`src/rtl/mdu_hilo_seq.sv`:
```
// -----------------------------------------------------------------------------
// mdu_hilo_seq
//   Sequential multiply/divide controller wrapped around the datapath's
//   combinational Booth multiplier. Operands are latched from the bus and
//   driven to the multiplier. A MUL captures the 64-bit product after a fixed
//   settle time. A DIV runs a signed restoring division internally, one
//   quotient bit per cycle. The result is held in the Z pair (z_hi/z_lo) until
//   the datapath moves it to HI/LO.
//
// Ports
//   clock        in   rising-edge system clock
//   clear        in   asynchronous active-high reset
//   start        in   operation request, sampled only while idle
//   op           in   2'b00 = MUL, 2'b01 = DIV, other codes are ignored
//   a, b         in   signed operands (multiplicand/dividend, multiplier/divisor)
//   mul_x, mul_y out  latched operands driven to the multiplier
//   mul_product  in   multiplier result
//   busy         out  operation in progress (low during the done cycle)
//   done         out  one-cycle completion pulse
//   div_by_zero  out  set by a DIV whose divisor was zero, cleared by any
//                     other completion
//   z_hi         out  MUL: product high half, DIV: remainder
//   z_lo         out  MUL: product low half,  DIV: quotient
// -----------------------------------------------------------------------------
module mdu_hilo_seq #(
    parameter int WIDTH   = 32,
    parameter int MUL_LAT = 1
) (
    input  logic                 clock,
    input  logic                 clear,
    input  logic                 start,
    input  logic [1:0]           op,
    input  logic [WIDTH-1:0]     a,
    input  logic [WIDTH-1:0]     b,
    output logic [WIDTH-1:0]     mul_x,
    output logic [WIDTH-1:0]     mul_y,
    input  logic [2*WIDTH-1:0]   mul_product,
    output logic                 busy,
    output logic                 done,
    output logic                 div_by_zero,
    output logic [WIDTH-1:0]     z_hi,
    output logic [WIDTH-1:0]     z_lo
);

    localparam int IW = $clog2(WIDTH + 1);
    localparam int MW = $clog2(MUL_LAT + 1);

    typedef enum logic [2:0] {
        S_IDLE     = 3'd0,
        S_MUL_WAIT = 3'd1,
        S_DIV_RUN  = 3'd2,
        S_DIV_FIX  = 3'd3,
        S_DONE     = 3'd4
    } state_e;

    // Two's-complement negation when n is set, pass-through otherwise.
    function automatic logic [WIDTH-1:0] neg_if(input logic n, input logic [WIDTH-1:0] v);
        logic [WIDTH-1:0] r;
        if (n) begin
            r = {WIDTH{1'b0}} - v;
        end else begin
            r = v;
        end
        return r;
    endfunction

    state_e            state_q, state_d;
    logic [MW-1:0]     mcnt_q, mcnt_d;
    logic [IW-1:0]     iter_q, iter_d;
    logic [WIDTH-1:0]  rem_q, rem_d;
    logic [WIDTH-1:0]  quo_q, quo_d;
    logic [WIDTH-1:0]  bmag_q, bmag_d;
    logic              sign_a_q, sign_a_d;
    logic              sign_q_q, sign_q_d;
    logic              dz_q, dz_d;
    logic [WIDTH-1:0]  x_q, x_d;
    logic [WIDTH-1:0]  y_q, y_d;
    logic              busy_q, busy_d;
    logic              done_q, done_d;
    logic              dbz_q, dbz_d;
    logic [WIDTH-1:0]  zhi_q, zhi_d;
    logic [WIDTH-1:0]  zlo_q, zlo_d;

    logic              op_legal_s;
    logic [WIDTH:0]    rem_sh_s;
    logic              rem_ge_s;
    logic [WIDTH-1:0]  rem_sub_s;

    // Restoring-division step: shift {rem, quo} left, trial-subtract |b|.
    // rem < |b| <= 2^(WIDTH-1), so the shifted remainder never reaches bit
    // WIDTH and the WIDTH-bit subtraction is exact whenever it is taken.
    assign op_legal_s = (op == 2'b00) || (op == 2'b01);
    assign rem_sh_s   = {rem_q, quo_q[WIDTH-1]};
    assign rem_ge_s   = (rem_sh_s >= {1'b0, bmag_q});
    assign rem_sub_s  = rem_sh_s[WIDTH-1:0] - bmag_q;

    // Next-state and datapath register updates for every controller state.
    always_comb begin
        state_d  = state_q;
        mcnt_d   = mcnt_q;
        iter_d   = iter_q;
        rem_d    = rem_q;
        quo_d    = quo_q;
        bmag_d   = bmag_q;
        sign_a_d = sign_a_q;
        sign_q_d = sign_q_q;
        dz_d     = dz_q;
        x_d      = x_q;
        y_d      = y_q;
        busy_d   = busy_q;
        done_d   = 1'b0;
        dbz_d    = dbz_q;
        zhi_d    = zhi_q;
        zlo_d    = zlo_q;

        case (state_q)
            S_IDLE: begin
                if (start && op_legal_s) begin
                    x_d    = a;
                    y_d    = b;
                    busy_d = 1'b1;
                    if (op == 2'b00) begin
                        mcnt_d  = MW'(MUL_LAT);
                        state_d = S_MUL_WAIT;
                    end else begin
                        // Division works on magnitudes; signs are reapplied in DIV_FIX.
                        quo_d    = neg_if(a[WIDTH-1], a);
                        bmag_d   = neg_if(b[WIDTH-1], b);
                        rem_d    = {WIDTH{1'b0}};
                        iter_d   = {IW{1'b0}};
                        sign_a_d = a[WIDTH-1];
                        sign_q_d = a[WIDTH-1] ^ b[WIDTH-1];
                        dz_d     = (b == {WIDTH{1'b0}});
                        state_d  = S_DIV_RUN;
                    end
                end else begin
                    state_d = S_IDLE;
                end
            end

            S_MUL_WAIT: begin
                if (mcnt_q == {MW{1'b0}}) begin
                    zhi_d   = mul_product[2*WIDTH-1:WIDTH];
                    zlo_d   = mul_product[WIDTH-1:0];
                    dbz_d   = 1'b0;
                    done_d  = 1'b1;
                    busy_d  = 1'b0;
                    state_d = S_DONE;
                end else begin
                    mcnt_d = mcnt_q - MW'(1'b1);
                end
            end

            S_DIV_RUN: begin
                if (dz_q) begin
                    // Zero divisor: no iterations, dividend reported as remainder.
                    zhi_d   = x_q;
                    zlo_d   = {WIDTH{1'b1}};
                    dbz_d   = 1'b1;
                    done_d  = 1'b1;
                    busy_d  = 1'b0;
                    state_d = S_DONE;
                end else if (iter_q == IW'(WIDTH)) begin
                    // Terminal-count cycle after the last quotient bit.
                    state_d = S_DIV_FIX;
                end else begin
                    if (rem_ge_s) begin
                        rem_d = rem_sub_s;
                        quo_d = {quo_q[WIDTH-2:0], 1'b1};
                    end else begin
                        rem_d = rem_sh_s[WIDTH-1:0];
                        quo_d = {quo_q[WIDTH-2:0], 1'b0};
                    end
                    iter_d = iter_q + IW'(1'b1);
                end
            end

            S_DIV_FIX: begin
                // Truncating division: remainder follows the dividend's sign.
                zlo_d   = neg_if(sign_q_q, quo_q);
                zhi_d   = neg_if(sign_a_q, rem_q);
                dbz_d   = 1'b0;
                done_d  = 1'b1;
                busy_d  = 1'b0;
                state_d = S_DONE;
            end

            S_DONE: begin
                state_d = S_IDLE;
            end

            default: begin
                busy_d  = 1'b0;
                state_d = S_IDLE;
            end
        endcase
    end

    // Controller state register.
    always_ff @(posedge clock or posedge clear) begin
        if (clear) begin
            state_q <= S_IDLE;
        end else begin
            state_q <= state_d;
        end
    end

    // Datapath and output registers.
    always_ff @(posedge clock or posedge clear) begin
        if (clear) begin
            mcnt_q   <= {MW{1'b0}};
            iter_q   <= {IW{1'b0}};
            rem_q    <= {WIDTH{1'b0}};
            quo_q    <= {WIDTH{1'b0}};
            bmag_q   <= {WIDTH{1'b0}};
            sign_a_q <= 1'b0;
            sign_q_q <= 1'b0;
            dz_q     <= 1'b0;
            x_q      <= {WIDTH{1'b0}};
            y_q      <= {WIDTH{1'b0}};
            busy_q   <= 1'b0;
            done_q   <= 1'b0;
            dbz_q    <= 1'b0;
            zhi_q    <= {WIDTH{1'b0}};
            zlo_q    <= {WIDTH{1'b0}};
        end else begin
            mcnt_q   <= mcnt_d;
            iter_q   <= iter_d;
            rem_q    <= rem_d;
            quo_q    <= quo_d;
            bmag_q   <= bmag_d;
            sign_a_q <= sign_a_d;
            sign_q_q <= sign_q_d;
            dz_q     <= dz_d;
            x_q      <= x_d;
            y_q      <= y_d;
            busy_q   <= busy_d;
            done_q   <= done_d;
            dbz_q    <= dbz_d;
            zhi_q    <= zhi_d;
            zlo_q    <= zlo_d;
        end
    end

    assign mul_x       = x_q;
    assign mul_y       = y_q;
    assign busy        = busy_q;
    assign done        = done_q;
    assign div_by_zero = dbz_q;
    assign z_hi        = zhi_q;
    assign z_lo        = zlo_q;

endmodule
```
`config.mk`:
```
export PLATFORM = sky130hd
export DESIGN_NAME = mdu_hilo_seq
export DESIGN_NICKNAME = d
export VERILOG_FILES = /design/src/rtl/mdu_hilo_seq.sv
export SDC_FILE = /design/constraint.sdc
export NUM_CORES = 1
export LEC_CHECK = 0
export BUFFER_PORTS_ARGS = -buffer_cell sky130_fd_sc_hd__buf_2
export CORE_MARGIN = 4
export CORE_UTILIZATION = 47
export CTS_CLUSTER_SIZE = 25
export DETAILED_ROUTE_END_ITERATION = 8
export PLACE_DENSITY = 0.69
export SLEW_MARGIN = 15
export SYNTH_ARGS = -nofsm -noshare
export SYNTH_HDL_FRONTEND = slang
export SYNTH_SLANG_ARGS = --single-unit
```
`constraint.sdc`:
```
create_clock -name clock -period 9.3 [get_ports clock]
set_input_delay 1.86 -clock clock [delete_from_list [all_inputs] [get_ports clock]]
set_output_delay 1.86 -clock clock [all_outputs]
set_load 0.02 [all_outputs]
```
After elaboration in Yosys (flattened, before gate mapping)
Cells that the tools add are included.
W data, S select, Z words.
- divide/modulo/power cells: 0
- $lt $le $gt $ge: 1
- multipliers: 0
- shift operators: 0
- bitwise gates (word level): 3
- equality and inequality tests: 14
- add/sub/neg operators: 7
- mux-type cells: 46
- reductions and logical operators: 15
- operator list (operator ; number):
    $mux W32 ; 17
    $pmux W32 S3 ; 2
    $pmux W32 S2 ; 2
    $sub A1 B32 Y32 const A ; 4
    $ge A33 B32 Y1 ; 1
    $logic_not A32 Y1 ; 1
    $sub A32 B32 Y32 ; 1
    $mux W6 ; 4
    $ne A2 B2 Y1 const B ; 7
    $mux W3 ; 4
    $pmux W3 S4 ; 1
    $pmux W6 S2 ; 1
    $mux W1 ; 10
    $reduce_and A3 Y1 ; 3
    $add A6 B1 Y6 const B ; 1
    $eq A3 B2 Y1 const B ; 2
    $eq A6 B6 Y1 const B ; 1
    $pmux W1 S3 ; 2
    $reduce_and A5 Y1 ; 1
    $pmux W1 S4 ; 1
    $reduce_and A2 Y1 ; 2
    $reduce_and A4 Y1 ; 1
    $reduce_bool A2 Y1 ; 2
    $eq A3 B1 Y1 const B ; 1
    other kinds (13) ; 14
- latch bits: 0
- register bits: 240
- word-level logic and storage cells: 102
- RAM bits: 0
- output and inout bits: 131
- memory bits (read-only): 0
- memories kept: 0
- input bits: 133

Depth between registers and ports, before layout
Gate-level depths: netlist of the first run.
- depth after elaboration: 5
- gate-level depth with buffers: 12

Worst setup path before layout of the first run
Ideal clock, no wire load.
- path kind: input to register
- start point: input port a[4]
- end point: register quo_q[29]
- arrival time: 3.999 ns
- setup slack: 5.172 ns
- stages on the path: 8
- required time: 9.171 ns
- cell sequence: or4_1 > nor4_2 > nand4_1 > nand2b_1 > or4_1 > o31ai_1 > xor2_1 > o21ai_1
- word-level cells in the longest chain between the ends: 5
- ends and longest elaborated chain (what ; RTL line ; source):
    start: declaration ; 33 ; input logic [WIDTH-1:0] a,
    $sub A1 B32 Y32 ; 60 ; r = {WIDTH{1'b0}} - v;
    $mux W32 ; 59 ; if (n) begin
    $mux W32 ; 122 ; if (op == 2'b00) begin
    $mux W32 ; 118 ; if (start && op_legal_s) begin
    $pmux W32 S2 ; 116 ; case (state_q)
    end signal: assignment ; 214 ; quo_q <= {WIDTH{1'b0}};
    end signal: assignment ; 230 ; quo_q <= quo_d;
    end: declaration ; 71 ; logic [WIDTH-1:0] quo_q, quo_d;
Every way passes these cells. The select of a mux whose other input is x is not followed.
A chain may end at the register's enable or synchronous reset.

Worst setup path after layout of the first run
- start point: input port start
- end point: register sign_a_q
- word-level cells in the longest chain between the ends: 2
- ends and longest elaborated chain (what ; RTL line ; source):
    start: declaration ; 31 ; input logic start,
    $logic_and A1 B1 Y1 ; 118 ;
    $reduce_and A3 Y1 (no source line) ; n/a ;
    end signal: assignment ; 232 ; sign_a_q <= sign_a_d;
    end: declaration ; 73 ; logic sign_a_q, sign_a_d;
Every way passes these cells.

==> results of run 1 <==
==> sequential cells by signal (all words and copies together) (netlist names) <==
signal / cells
sign_a_q: 1
bmag_q: 32
dz_q: 1
busy: 1
rem_q: 32
z_lo: 32
sign_q_q: 1
mul_y: 32
iter_q: 6
div_by_zero: 1
z_hi: 32
state_q: 3
mul_x: 32
mcnt_q: 1
quo_q: 32
done: 1
==> power by group <==
| group | switching (mW) | internal, mW | leakage (nW) |
|---|---|---|---|
| registers | 0.431 | 1.52 | 2.91 |
| logic | 2.08 | 1.23 | 4.28 |
| clock network | 0.461 | 0.652 | 0.464 |
==> worst min-delay path, cell delays in order, from the launching register on <==
cell,delay [ns]
dfrtp_1,0.33
nand2_1,0.05
o21ai_0,0.06
==> cells by family (layout without fill, tap and decap cells) <==
group                      Yosys count  in the layout  share of synthesized area (%)
and+or+nand+nor                    448            448                          14.65
xor gates and xnor gates           144            144                          8.667
muxes                               85             85                          6.371
other                                0              2                              0
AOI/OAI and AO/OA                  486            486                          21.55
adders and majority gates           39             39                          3.405
DFF                                240            240                          41.27
buffers and inverters              157            382                          4.084
==> through the flow <==
stage	setup WS [ns]	total power [mW]	util (%)
4_1_cts	5.151	6.388	55.70
6_report	5.142	6.372	55.71
3_5_place_dp	4.566	5.263	52.60
3_3_place_gp	4.623	5.181	52.60
5_1_grt	4.964	6.849	55.71
2_1_floorplan	0.8519	4.260	-
==> worst paths after layout <==
kind,cells past startpoint,endpoint,slack [ns],start
hold / removal,2,z_hi[4],0.47,z_hi[4]
max in group asynchronous,3,state_q[0],6.40,clear
hold reg to reg,2,z_hi[4],0.47,z_hi[4]
setup / recovery,9,sign_a_q,5.14,start
setup reg to reg,10,quo_q[0],5.36,rem_q[25]
min in group asynchronous,2,z_hi[10],1.38,clear
==> cell usage after synthesis, drive strengths merged, types with 19 or more instances <==
cell    count
mux2i      24
a21oi     104
dfrtp     240
or3        19
nand2     143
o32a       30
mux2       61
xor2       95
o21ai     169
xnor2      49
nor2      127
inv        56
clkbuf     92
nor3       24
o31ai      44
a22oi      23
ha         38
a211oi     35
nor2b      39
==> final cells by class <==
type                       count  area share, %
multi-input combinational   1202          46.77
sequential                   240          35.25
timing repair buffer         274          8.208
clock buffer                  36          4.581
tap                          396          2.907
inverter                      56          1.277
clock inverter                16         0.9764
antenna                        2        0.02937
==> per-layer routing <==
layer	GRT usage (%)	share of wire, %
met5	0	0
met4	5.649	2.1
met3	3.502	6.8
met2	38.23	45
met1	35.22	46
==> cells in the final DEF (no fill, tap or decap), types with 8 or more instances in the layout <==
| cell type | count |
|---|---|
| mux2_2 | 61 |
| a21o_1 | 14 |
| nand3_1 | 17 |
| nor2_1 | 127 |
| o21ai_0 | 162 |
| clkbuf_16 | 28 |
| mux2i_1 | 24 |
| a22oi_1 | 23 |
| a211oi_1 | 35 |
| nor3_1 | 24 |
| or4_1 | 12 |
| o32a_1 | 30 |
| or3_1 | 18 |
| buf_4 | 11 |
| buf_2 | 263 |
| o41ai_1 | 17 |
| xnor2_1 | 49 |
| ha_1 | 38 |
| or2_2 | 8 |
| inv_1 | 55 |
| xor2_1 | 95 |
| nor2b_1 | 39 |
| a21oi_1 | 104 |
| nand2_1 | 142 |
| nor4_1 | 12 |
| clkinv_2 | 9 |
| nand4_1 | 18 |
| o31ai_1 | 42 |
| dfrtp_1 | 239 |
==> impl_metrics.json, run 1 <==
{
  "status": "finished clean",
  "io_pins": 264,
  "first_pass_iters": 7,
  "crit_buf_inv": 3,
  "critical_path_class": "in -> reg",
  "cts_root_buf": "clkbuf_16",
  "synth-main-ff-cell": "dfrtp_1",
  "fp.dieArea_mm2": 0.03384,
  "fmax_ghz": 0.2405,
  "syn_area_per_cell_um2": 9.100,
  "finalCritPeriodShare_pct": 44.71,
  "setup_viol": 0,
  "synthCells": 1599,
  "grt_pass1_wl_um": 66740,
  "synth_area_mm2": 0.01455,
  "design_area_mm2": 0.01704,
  "grt_max_degree": 96,
  "grt_pass1_vias": 12150,
  "die_h_um": 184.0,
  "coreArea_mm2": 0.03059,
  "htreeDepth": 1,
  "placed_cell_area_mm2": 0.01609,
  "cts_tree": "yes",
  "hpwl_um": 31670,
  "cts_buffers": 28,
  "gp_congestion": 0.9498,
  "yosysTopAreaCellShare_pct": 41.27,
  "start_util_pct": 47.57,
  "clockBufferDepth": 3,
  "core.rowCount": 64,
  "drive_gt1_share_pct": 22.37,
  "vias_per_cell": 5.786,
  "routedWlPerCell_um": 19.09,
  "postRouteAntennaNets": 0,
  "holdBufCountCts": 0,
  "worstHoldPathType": "reg -> reg",
  "synth-async-reset-ratio_pct": 100.0,
  "antenna_found_initial": 2,
  "crit_path_cell_trace": "buf_2 > nor3b_1 > nand2_2 > buf_4 > o21ai_0 > o21ai_4 > nand2b_2 > buf_4 > mux2_2",
  "cp.required_ns": 9.74,
  "finalSetupTns_ns": 0,
  "drc": 0,
  "io_buffers": 263,
  "holdWs_ns": 0.4722,
  "power.density_mw_per_mm2": 373.9,
  "wl_um": 42420,
  "tightest_slew_ns": 1.046,
  "finalCriticalPeriod_ns": 4.158,
  "placed_cells_incl_taps": 2168,
  "final-hold-violation-count": 0,
  "relSlewSlack_pct": 30.13,
  "cts_setup_buffers": 0,
  "fillCellCount": 2782,
  "cp.arrival_ns": 4.59,
  "cpMostUsedCell": "buf_4",
  "cts_resized": 0,
  "total_leakage_power_nw": 7.657,
  "cpMaxStageDelayCell": "buf_4",
  "rsz0062_at_grt": "no",
  "end_kind": "flop",
  "fin_cells": 2222,
  "regArea_mm2": 0.006007,
  "path_clk_slew_ns": 0.06,
  "num-nets-final": 1974,
  "ys_seq_elements": 240,
  "track_usage_pct": 24.13,
  "synth_area_leader_cell": "dfrtp_1",
  "ir_drop_mv": 0.2191,
  "drt_iter0_drc": 987,
  "vias": 12860,
  "multiInputGateArea_mm2": 0.007971,
  "ys_warn_count": 0,
  "cp_max_fo": 92,
  "critical_path.max_stage_delay_ns": 0.71,
  "drv_slew": 0,
  "synth.distinct_cells": 66,
  "ys_top_cells_by_area": "dfrtp_1, xor2_1, o21ai_0",
  "ys_seq_area_share_pct": 41.27,
  "cts_sinks": 240,
  "clock_skew_ns": 0.03004,
  "maxCapViolCount": 0,
  "grt-ovfl-total": 0,
  "synth_edf_count": 0,
  "cp_top_family": "buffers and inverters",
  "synth_fp_nets": 1771,
  "areaGrowthSynthToFinish_pct": 17.12,
  "start_kind": "input pin",
  "die_width_um": 184.0,
  "clk_latency_ns": 0.58
}
No activity file was read; power rests on OpenSTA's default activity.
==> run 2, diff against run 1 <==
Settings changed: ABC_AREA set to 1, PLACE_DENSITY 0.69 to 0.68.
Clock period 9.3 ns to 3.9 ns, I/O delays scaled along.
==> impl_metrics.json, run 2 <==
{
  "start_util_pct": 47.57,
  "fillCellCount": 3477,
  "grt-ovfl-total": 0,
  "io_buffers": 263,
  "holdBufCountCts": 0,
  "setup_viol": 0,
  "ir_drop_mv": 0.4618,
  "clockBufferDepth": 3,
  "synth_fp_nets": 2660,
  "holdWs_ns": 0.1482,
  "hpwl_um": 48430,
  "synth_area_mm2": 0.01639,
  "core.rowCount": 68,
  "power.density_mw_per_mm2": 928.2,
  "crit_path_cell_trace": "inv_2 > nor3_4 > inv_2 > nor2_1 > nand2_1 > inv_2 > buf_4 > nand2_1 > nand2_1 > nand2_1 > nand2_1",
  "track_usage_pct": 31.63,
  "clk_latency_ns": 0.57,
  "synth.distinct_cells": 39,
  "ys_top_cells_by_count": "nand2_1, inv_1, nand3_1",
  "rsz0062_at_grt": "no",
  "rr_startpoint": "state_q[1]",
  "ys_seq_elements": 240,
  "end_kind": "flop",
  "postRouteAntennaNets": 0,
  "cts_setup_buffers": 0,
  "drc": 0,
  "antenna_found_initial": 5,
  "design_area_mm2": 0.01905,
  "final_common_cell": "nand2_1",
  "total_leakage_power_nw": 9.896,
  "cts_root_buf": "clkbuf_16",
  "critical_path_class": "reg -> reg",
  "finalCriticalPeriod_ns": 3.108,
  "finalSetupTns_ns": 0,
  "ys_warn_count": 0,
  "wl_um": 62250,
  "first_pass_iters": 8,
  "final_cell_mix": "nand2_1, inv_1, nand3_1",
  "finalCritPeriodShare_pct": 79.70,
  "cts_tree": "yes",
  "areaGrowthSynthToFinish_pct": 16.21,
  "gp_congestion": 1.009,
  "final-hold-violation-count": 0,
  "fmax_ghz": 0.3217,
  "drv_slew": 0,
  "yosysTopAreaCellShare_pct": 36.64,
  "status": "finished clean",
  "num-nets-final": 2886,
  "maxCapViolCount": 0,
  "cts_sinks": 240,
  "ys_top_cells_by_area": "dfrtp_1, nand2_1, nand3_1",
  "clock_skew_ns": 0.02531,
  "die_h_um": 194.8,
  "drive_gt1_share_pct": 12.76,
  "grt_pass1_wl_um": 96190,
  "grt_max_degree": 115,
  "critical_path.max_stage_delay_ns": 0.59,
  "finalPower_mw": 17.68,
  "start_kind": "flop",
  "synth_area_leader_cell": "dfrtp_1",
  "vias": 17890,
  "tightest_slew_ns": 1.178,
  "fp.dieArea_mm2": 0.03793,
  "r2r_setup_slack_ns": 0.79,
  "htreeDepth": 1,
  "drt_iter0_drc": 1738,
  "yosysMostFrequentCell": "nand2_1",
  "io_pins": 264,
  "placed_cell_area_mm2": 0.01814,
  "routedWlPerCell_um": 19.50,
  "synth-async-reset-ratio_pct": 100.0,
  "reg2regPathDepth": 11,
  "path_clk_slew_ns": 0.06,
  "cpMostUsedCell": "nand2_1",
  "cp.required_ns": 4.40,
  "synth-main-ff-cell": "dfrtp_1",
  "ys_seq_area_share_pct": 36.64,
  "cp_max_fo": 31,
  "worstHoldPathType": "in -> async",
  "cts_buffers": 28,
  "cpMaxStageDelayCell": "inv_2",
  "syn_area_per_cell_um2": 6.589,
  "grt_pass1_vias": 16780,
  "synth_edf_count": 0,
  "synthCells": 2488,
  "coreArea_mm2": 0.03446,
  "timing.rr.end": "rem_q[28]",
  "die_width_um": 194.8,
  "cp.arrival_ns": 3.61,
  "vias_per_cell": 5.606,
  "cts_resized": 0,
  "relSlewSlack_pct": 21.46
}
-- run 2: changes by cell type after synthesis, sizes merged, moves of 32 or more --
cell    change
nor2b      -39
a211oi     -32
mux2       -61
nand2     +571
nor2      +134
nand3     +259
o31ai      -38
xor2       -59
inv       +290
xnor2      -35
-- run 2: worst max-delay path by stage --
stage	endpoint	cells past startpoint	from
final	rem_q[28]	11	state_q[1]
after global routing	z_lo[4]	9	state_q[1]
after CTS	z_lo[4]	9	state_q[1]
after detailed placement	quo_q[9]	8	op[1]
after global placement	quo_q[31]	8	op[1]
after floorplan	bmag_q[0]	1	clear
-- run 2: cell families after synthesis --
logic type / Yosys count / share of synthesized area [%]
compound gates: 396 / 13.75
xor+xnor: 50 / 2.671
fa+ha+maj: 39 / 3.022
buf+inv: 438 / 10.28
flops: 240 / 36.64
simple gates: 1325 / 33.64
-- run 2: per-stage QoR --
stage	cells	setup slack, ns	utilization (%)
after global placement	3139	0.8706	52.64
after global routing	3192	0.5639	55.29
final	3192	0.7917	55.29
after CTS	3190	0.8520	55.27
after floorplan	2488	-0.02783	-
after detailed placement	3139	0.7970	52.64
-- run 2: critical path, delay by kind of cell, from the launching register on --
family        cells  cell delay, ns
buf+inv           4            1.35
flops             1            0.41
simple gates      7            1.28
-- run 2: final cells by class --
cell class                 count  area [um2]  share of cell area (%)
tap                          455       569.3                   2.988
antenna                        2       5.005                 0.02627
clock buffer                  42       823.3                   4.322
sequential                   240        6006                   31.52
clock inverter                 9       85.08                  0.4466
inverter                     346        1304                   6.844
multi-input combinational   1810        8717                   45.76
timing repair buffer         288        1541                   8.091
-- run 2: routing by layer --
| layer | up-vias | routed length [um] | share of wire [%] | GRT usage, % |
|---|---|---|---|---|
| li1 | 8513 | - | - | - |
| met2 | 935 | 26920 | 43 | 48.50 |
| met1 | 8305 | 26420 | 42 | 44.31 |
| met3 | 139 | 6286 | 10 | 7.072 |
| met5 | - | 20 | 0.032 | 0 |
| met4 | 2 | 2593 | 4.2 | 11.17 |
-- run 2: power by group --
group	switching [mW]	total [mW]	internal, mW	leakage, nW
sequential	1.07	4.72	3.65	2.91
combinational	7.10	10.4	3.25	6.53
clock	1.09	2.61	1.52	0.452
